File: src/rtl/sprite_frame_loader.sv
`default_nettype none
// ============================================================================
// Module      : sprite_frame_loader
// Description : Copies one 256-pixel animation frame from sprite ROM into
//               sprite RAM during vertical blank, when a different frame is
//               requested or the resident copy has been invalidated.
// Ports       : Clk, Reset_n (async, active-low)
//               vblank_start, load_en, frame_sel, force_reload - requests
//               rom_addr / rom_data                          - ROM read port
//               ram_we / ram_waddr / ram_wdata               - RAM write port
//               busy, done, cur_frame, cur_valid, overrun    - status
// Revision    : 1.0 - initial release
// ============================================================================
module sprite_frame_loader #(
  parameter int FRAMES = 8,
  parameter int DATA_W = 6,
  localparam int FW    = $clog2(FRAMES)
) (
  input  logic              Clk,
  input  logic              Reset_n,
  input  logic              vblank_start,
  input  logic              load_en,
  input  logic [FW-1:0]     frame_sel,
  input  logic              force_reload,
  output logic [FW+7:0]     rom_addr,
  input  logic [DATA_W-1:0] rom_data,
  output logic              ram_we,
  output logic [7:0]        ram_waddr,
  output logic [DATA_W-1:0] ram_wdata,
  output logic              busy,
  output logic              done,
  output logic [FW-1:0]     cur_frame,
  output logic              cur_valid,
  output logic              overrun
);

  typedef enum logic [1:0] {
    S_IDLE = 2'd0,
    S_COPY = 2'd1,
    S_DONE = 2'd2
  } state_t;

  state_t          r_state;
  state_t          w_state_nxt;
  logic [8:0]      r_i;          // bit 8 marks "all 256 reads issued"
  logic [FW-1:0]   r_sel;
  logic            r_we;
  logic [7:0]      r_waddr;
  logic            r_pend;       // force_reload seen while copying
  logic [FW-1:0]   r_cur_frame;
  logic            r_cur_valid;
  logic            r_overrun;
  logic            w_start;
  logic            w_copy_last;
  logic            w_reading;

  assign w_start     = (r_state == S_IDLE) && vblank_start && load_en &&
                       (!r_cur_valid || (frame_sel != r_cur_frame) || force_reload);
  assign w_reading   = (r_state == S_COPY) && !r_i[8];
  // The final write (index 255) happens in the cycle after the last read.
  assign w_copy_last = (r_state == S_COPY) && r_i[8];

  always_ff @(posedge Clk or negedge Reset_n) begin
    if (!Reset_n) begin
      r_state <= S_IDLE;
    end else begin
      r_state <= w_state_nxt;
    end
  end

  always_comb begin
    w_state_nxt = r_state;
    case (r_state)
      S_IDLE:  if (w_start) w_state_nxt = S_COPY;
      S_COPY:  if (w_copy_last) w_state_nxt = S_DONE;
      S_DONE:  w_state_nxt = S_IDLE;
      default: w_state_nxt = S_IDLE;
    endcase
  end

  // Read counter, write stage and request bookkeeping.
  always_ff @(posedge Clk or negedge Reset_n) begin
    if (!Reset_n) begin
      r_i       <= '0;
      r_sel     <= '0;
      r_we      <= 1'b0;
      r_waddr   <= '0;
      r_pend    <= 1'b0;
      r_overrun <= 1'b0;
    end else begin
      if (w_reading) begin
        r_i <= r_i + 9'd1;
      end else if (r_state != S_COPY) begin
        r_i <= '0;
      end
      if (w_start) begin
        r_sel <= frame_sel;
      end
      // ROM data for address i arrives one cycle later, so the write lags by one.
      r_we      <= w_reading;
      r_waddr   <= r_i[7:0];
      if (w_start) begin
        r_pend <= 1'b0;
      end else if ((r_state == S_COPY) && force_reload) begin
        r_pend <= 1'b1;
      end
      r_overrun <= vblank_start && (r_state != S_IDLE);
    end
  end

  // Resident-frame tracking.
  always_ff @(posedge Clk or negedge Reset_n) begin
    if (!Reset_n) begin
      r_cur_frame <= '0;
      r_cur_valid <= 1'b0;
    end else begin
      if ((r_state != S_COPY) && force_reload) begin
        r_cur_valid <= 1'b0;
      end else if (r_we && (r_waddr == 8'd0)) begin
        // First pixel overwritten: RAM now holds a mix of two frames.
        r_cur_valid <= 1'b0;
      end else if (w_copy_last) begin
        r_cur_valid <= !(r_pend || force_reload);
      end
      if (w_copy_last) begin
        r_cur_frame <= r_sel;
      end
    end
  end

  assign rom_addr  = w_reading ? {r_sel, r_i[7:0]} : '0;
  assign ram_we    = r_we;
  assign ram_waddr = r_waddr;
  assign ram_wdata = rom_data;
  assign busy      = (r_state == S_COPY);
  assign done      = (r_state == S_DONE);
  assign cur_frame = r_cur_frame;
  assign cur_valid = r_cur_valid;
  assign overrun   = r_overrun;

endmodule
`default_nettype wire

File: config.mk
export PLATFORM = sky130hd
export DESIGN_NAME = sprite_frame_loader
export DESIGN_NICKNAME = d
export VERILOG_FILES = /design/src/rtl/sprite_frame_loader.sv
export SDC_FILE = /design/constraint.sdc
export NUM_CORES = 1
export LEC_CHECK = 0
export CAP_MARGIN = 20
export CORE_MARGIN = 5
export CORE_UTILIZATION = 30
export CTS_BUF_LIST = sky130_fd_sc_hd__clkbuf_4 sky130_fd_sc_hd__clkbuf_8 sky130_fd_sc_hd__clkbuf_16
export DETAILED_ROUTE_END_ITERATION = 8
export DONT_BUFFER_PORTS = 1
export REMOVE_ABC_BUFFERS = 1
export SLEW_MARGIN = 15
export SYNTH_ARGS = -nofsm -noshare
export SYNTH_HDL_FRONTEND = slang
export SYNTH_SLANG_ARGS = --single-unit
export TNS_END_PERCENT = 100
File: constraint.sdc
create_clock -name Clk -period 1.45 [get_ports Clk]
set_input_delay 0.145 -clock Clk [delete_from_list [all_inputs] [get_ports Clk]]
set_output_delay 0.145 -clock Clk [all_outputs]
set_load 0.02 [all_outputs]
==> results of run 1 <==
==> cell type report <==
cell class	instances	area [sq um]
fillers	399	2620
flip-flops and latches	29	727
multi-input cells	73	561
repair buffers	24	199
clock buffers	7	90.1
well taps	52	65.1
clock inverters	1	30.0
inverters	2	7.51
==> stage by stage <==
stage / setup slack, ns / std cells / utilization [%]
2_1_floorplan: 0.000366 / 104 / -
3_3_place_gp: 0.0532 / 175 / 33.4
3_5_place_dp: 0.0436 / 175 / 33.4
4_1_cts: -0.00645 / 185 / 37.7
5_1_grt: -0.0282 / 188 / 39.1
6_report: 0.0259 / 188 / 39.1
==> sequential cells by signal (all words and copies together) (netlist names) <==
signal and cells:
r_i 9, ram_waddr 8, cur_frame 3, r_sel 3
r_state 2, cur_valid 1, overrun 1, r_pend 1
ram_we 1
==> per-layer routing <==
layer  wire, microns  global-route usage (%)
met1            1140                    12.0
met2            1550                    16.5
met3             181                    4.09
met4              30                    3.69
met5               0                       0
==> worst min path at each step <==
stage,endpoint,slack [ns],depth (start not counted)
6_report,overrun,0.02,1
5_1_grt,r_sel[2],0.007,1
4_1_cts,overrun,0.02,1
3_5_place_dp,r_sel[1],-0.15,0
3_3_place_gp,overrun,-0.15,0
2_1_floorplan,cur_frame[0],-0.15,0
==> worst max-delay path, cell delays in order (launching register included) <==
cell and delay [ns]:
dfrtp_1 0.39, nand2b_4 0.17, nor2_4 0.13, buf_4 0.15, and2_4 0.17
==> cell families (layout without fill, tap and decap cells) <==
logic type	Yosys count	count (layout)
simple gates	45	45
flops	29	29
compound gates	12	12
buf+inv	11	34
xor+xnor	8	8
mux	7	7
fa+ha+maj	1	1
==> repair_timing <==
action,CTS,global route
hold endpoints to repair,29,0
resized for setup,19,13
setup endpoints to repair,11,14
cloned,0,1
hold buffers,2,0
setup buffers,0,2
pin swaps,0,4
==> report_power, final <==
part           leakage (nW)  internal [W]   total, W  switching [W]
Sequential            0.361      0.000811   0.000813     0.00000254
Combinational         0.349     0.0000116  0.0000296      0.0000179
Clock                0.0619      0.000578   0.000861       0.000283
==> cells in the final DEF, fill, tap and decap left out, drive strengths merged <==
cell / n
nand3b: 1
o22ai: 1
nand2b: 1
a211oi: 1
o21ai: 4
nand3: 4
a21o: 1
dlygate4sd3: 1
nor2b: 4
nand4b: 1
and2: 12
xnor2: 4
and3: 3
mux2i: 2
mux2: 5
xor2: 4
nor4: 2
bufinv: 1
inv: 2
buf: 23
a21oi: 3
clkbuf: 7
o21a: 1
dfrtp: 29
or3: 2
ha: 1
nand2: 3
a221oi: 1
nor2: 12
==> results.md, run 1 <==
- Worst-skew pair later-pin latency: 0.27 ns
- Post-synth top area cell: dfrtp_1
- Antenna Diode Count: 0
- Worst Hold Class: primary input to flip-flop
- Warnings, synthesis: 0
- CTS sink cnt: 29
- RSZ-0062 raised after global routing: true
- Vias per Instance: 4.79
- Top FF cell, synth: dfrtp_1
- CP startpoint kind: flip-flop
- Total power: 0.00170 W
- Port Buffer Count: 0
- Most common cell in the netlist: dfrtp_1
- Final Instance Area: 1680 sq um
- Post-Synth Adder-Cell Area: 0.962%
- Core Area: 4290 sq um
- CTS H-tree lvls: 2
- R2R Path End: r_sel[0]
- RR Startpoint: cur_frame[0]
- Top cell type's share of synthesized area: 55.8%
- Top area cells in the synthesized netlist: dfrtp_1 (56%), and2_1 (5.3%), mux2_2 (4.3%)
- Final worst path period share: 98.2%
- HP Start: vblank_start
- Area delta synth->final: 29.0%
- Synth cell types: 31
- Mux contribution to synthesized area: 5.87%
- Crit path capture type: output port
- Worst EP arrival: 1.28 ns
- GPL Wtd Cong: 0.730
- Worst Setup EP: rom_addr[6]
- I/O Pins: 47
- Die ar.: 5750 sq um
- Routed vias: 901
- Total gr overflow: 0
- Largest net degree at the start of global routing: 30
- Status: completed
- Fin. max-slew vios: 0
- Cells after Synth: 113
- Final wirelength: 2900 microns
- Compound-Gate Fraction of Synth Area: 5.87%
- Max Cap Viol: 0
- Synth Area in XOR/XNOR: 5.38%
- Number of flops mapped to enable cells by yosys: 0
- CTS Buffer Depth: 2
- Leakage: 0.772 nW
- Register area share after synthesis: 55.8%
- Initial core utilization: 30.3%
- Tot GR Track Use: 10.2%
- Avg WL per Cell: 15.4 microns
- Fmax: 702 MHz
- Crit Path Class: flip-flop to output port
- Initial DRC count: 53
- Final min period: 1.42 ns
- Post-synthesis simple-gate area fraction: 20.0%
- Clock root buffer: clkbuf_8
- Layout cell share with drive strength beyond 1: 41.2%
- Setup TNS: 0 ns
- Largest family of logic cells by synthesized area: simple AND/OR/NAND/NOR gates
- Number of global-route vias before repair: 953
- Detailed-route DRC error count: 0
- PwrDens: 1010 nW/um^2
- Tightest Pin Transition: 0.429 ns
- R2R setup slack: 0.09 ns
- CTS tree: built
- Placed instance area: 1440 sq um
- Dpl hpwl: 2090 microns
- Final #Nets: 150
- Reg2reg path depth: 4
- CP startpoint: r_state[1]
- VDD IR-drop max: 0.366 mV
- Avg Inst Size Synth: 11.5 sq um
- Final hold viol count: 0
- Die width: 75.9 microns
- Die Ht: 75.9 microns
- Seq cells post-synth: 29
- Fraction of registers with async set/reset: 100%
- Antenna Nets Post-Route: 0
- WHS: 0.0209 ns
- CTS clk-pin slew, worst paths: 0.06 ns
- Initial antenna violation count: 0
- CTS buffer count: 5
- Clk_skew: 0.00626 ns
- Worst relative slew slack: 71.3%
- Rows: 24
- DRT Pass-1 Iters: 4
- Final Setup Violations: 0
- Worst EP required: 1.31 ns
- Post-synthesis cell area: 1300 sq um
- Max Fanout on Critical Path: 4
- First-pass GRT wire length: 4460 microns
- Post-synth top cells: dfrtp_1 (29), nor2_1 (12), and2_1 (11), buf_4 (6), mux2_2 (5)
(Power assumes the default switching activity.)
==> run 2, diff against run 1 <==
--- a/config.mk
+++ b/config.mk
@@ -6,7 +6,7 @@
 export NUM_CORES = 1
 export LEC_CHECK = 0
 export CAP_MARGIN = 20
-export CORE_MARGIN = 5
+export CORE_MARGIN = 1
 export CORE_UTILIZATION = 30
 export CTS_BUF_LIST = sky130_fd_sc_hd__clkbuf_4 sky130_fd_sc_hd__clkbuf_8 sky130_fd_sc_hd__clkbuf_16
 export DETAILED_ROUTE_END_ITERATION = 8
==> run 2 against run 1 <==
Clock-buffer cell count grew 1. Total power shrank 11%. Critical endpoint is now rom_addr[4]. Largest cell class unchanged. Routed wire length shrank 7.3%.
==> results.md, run 2 (synthesis gave the netlist of run 1 again) <==
- Max reg flops: 9 (unchanged)
- Antenna Diode Count: 0 (unchanged)
- Placed instance area: 1430 sq um (-0.70%)
- Area delta synth->final: 30.1%
- RR Startpoint: r_state[1]
- Largest net degree at the start of global routing: 30 (unchanged)
- Metal-1 WL: 1080 microns (-5.1%)
- WHS: 0.0196 ns (-0.00132 ns)
- Initial DRC count: 44 (-17%)
- CTS H-tree lvls: 2 (unchanged)
- CTS tree: built
- Clk_skew: 0.00464 ns (-0.00163 ns)
- Commonest non-fill, non-tap cell in the layout: dfrtp_1
- Fin util: 41.4% (+2.3 points)
- Routed vias: 894 (-0.78%)
- Most flop-heavy register: r_i
- Layout cell share with drive strength beyond 1: 42.6% (+1.4 points)
- DR WL met3: 126 microns (-30%)
- Core Area: 4090 sq um (-4.8%)
- Worst-skew pair later-pin latency: 0.28 ns (about the same)
- Max Cap Viol: 0 (unchanged)
- Max Fanout on Critical Path: 4 (unchanged)
- Dpl hpwl: 1870 microns (-10%)
- DRT Pass-1 Iters: 2 (-2)
- Initial antenna violation count: 0 (unchanged)
- CTS Buffer Depth: 2 (unchanged)
- Tightest Pin Transition: 0.465 ns (+0.0363 ns)
- PwrDens: 897 nW/um^2 (-12%)
- Total gr overflow: 0 (unchanged)
- Met2 Wirelength: 1420 microns (-8.5%)
- GPL Wtd Cong: 0.791 (+8.3%)
- Tot GR Track Use: 12.9% (+2.7 points)
- CP startpoint kind: flip-flop
- CTS sink cnt: 29 (unchanged)
- Die ar.: 4600 sq um (-20%)
- Rows: 23 (-4.2%)
- Crit path capture type: output port
- Fmax: 696 MHz (-0.88%)
- Total power: 0.00152 W (-11%)
- Final #Nets: 155 (+3.3%)
- Fill count: 392 (-1.8%)
- Port Buffer Count: 0 (unchanged)
- Avg WL per Cell: 14.1 microns (-8.7%)
- Worst EP required: 1.31 ns (about the same)
- Highest metal used: met4
- Detailed-route DRC error count: 0 (unchanged)
- HP Start: frame_sel[0]
- Initial core utilization: 31.8% (+1.5 points)
- CTS clk-pin slew, worst paths: 0.06 ns (about the same)
- Most frequent cells in the layout: dfrtp_1 (28), buf_4 (22), and2_4 (11), nor2_1 (11)
- Final min period: 1.44 ns (+0.0127 ns)
- Antenna Nets Post-Route: 0 (unchanged)
- VDD IR-drop max: 0.286 mV (-22%)
- Final Setup Violations: 0 (unchanged)
- Setup TNS: 0 ns (unchanged)
- I/O Pins: 47 (unchanged)
- Leakage: 0.783 nW (+1.4%)
- Final wirelength: 2690 microns (-7.3%)
- Die Ht: 67.9 microns (-11%)
- CTS buffer count: 5 (unchanged)
- Vias per Instance: 4.68 (-2.3%)
- Worst relative slew slack: 68.9% (-2.4 points)
- Final Instance Area: 1690 sq um (+0.82%)
- Worst EP arrival: 1.29 ns (about the same)
- Number of global-route vias before repair: 910 (-4.5%)
- Final worst path period share: 99.1% (+0.87 points)
- RSZ-0062 raised after global routing: true
- Final hold viol count: 0 (unchanged)
- Clock root buffer: clkbuf_8
- CP startpoint: r_state[1]
- Status: completed
- Fin. max-slew vios: 0 (unchanged)
- First-pass GRT wire length: 4210 microns (-5.6%)
- Worst Hold Class: primary input to flip-flop
- Die width: 67.9 microns (-11%)
- Crit Path Class: flip-flop to output port
run 2: layer usage:
metal	vias up	global-route usage, %
met4	0	7.03
met3	6	4.17
met2	24	22.5
li1	428	-
met5	-	0
met1	436	13.6
run 2: worst max-delay path, cell delays in order, from the launching register on:
cell and delay (ns):
dfrtp_1 0.38, nand2b_4 0.16, nor2_4 0.09, buf_6 0.11, buf_6 0.11, and2_4 0.17
run 2: power by group:
| part | switching [W] | internal (W) | total, W |
|---|---|---|---|
| Sequential | 0.00000231 | 0.000811 | 0.000813 |
| Clock | 0.000279 | 0.000396 | 0.000675 |
| Combinational | 0.0000181 | 0.0000125 | 0.0000306 |
run 2: final timing paths:
| path | slack (ns) | depth (start not counted) | endpoint |
|---|---|---|---|
| min in group asynchronous | 0.34 | 2 | cur_valid |
| max reg2reg | 0.04 | 5 | r_sel[2] |
| max | 0.01 | 5 | rom_addr[4] |
| min | 0.02 | 1 | r_sel[0] |
| min reg2reg | 0.44 | 0 | ram_waddr[5] |
| max in group asynchronous | 0.95 | 2 | r_i[8] |
run 2: area by class of cell:
cell class                      instances  area (sq um)  share of cell area, %
Timing Repair Buffer                   29           259                   15.3
Tap cell                               50          62.6                   3.70
Clock buffer                            8          91.3                   5.40
Sequential cell                        29           727                   42.9
Multi-Input combinational cell         73           546                   32.2
Inverter                                2          7.51                  0.443
run 2: timing repair:
item | 4_1_cts | 5_1_grt
pin swaps | 3 | 3
buffers inserted | 6 | 2
hold buffers | 3 | 0
endpoints found under the setup margin | 11 | 15
endpoints found under the hold margin | 30 | 0
resized for setup | 28 | 4
run 2: per-stage QoR:
step                      setup WS [ns]  cells
final                            0.0133    191
after global routing            -0.0499    191
after CTS                      -0.00992    189
after detailed placement         0.0578    172
after global placement           0.0928    172
after floorplan                0.000366    104
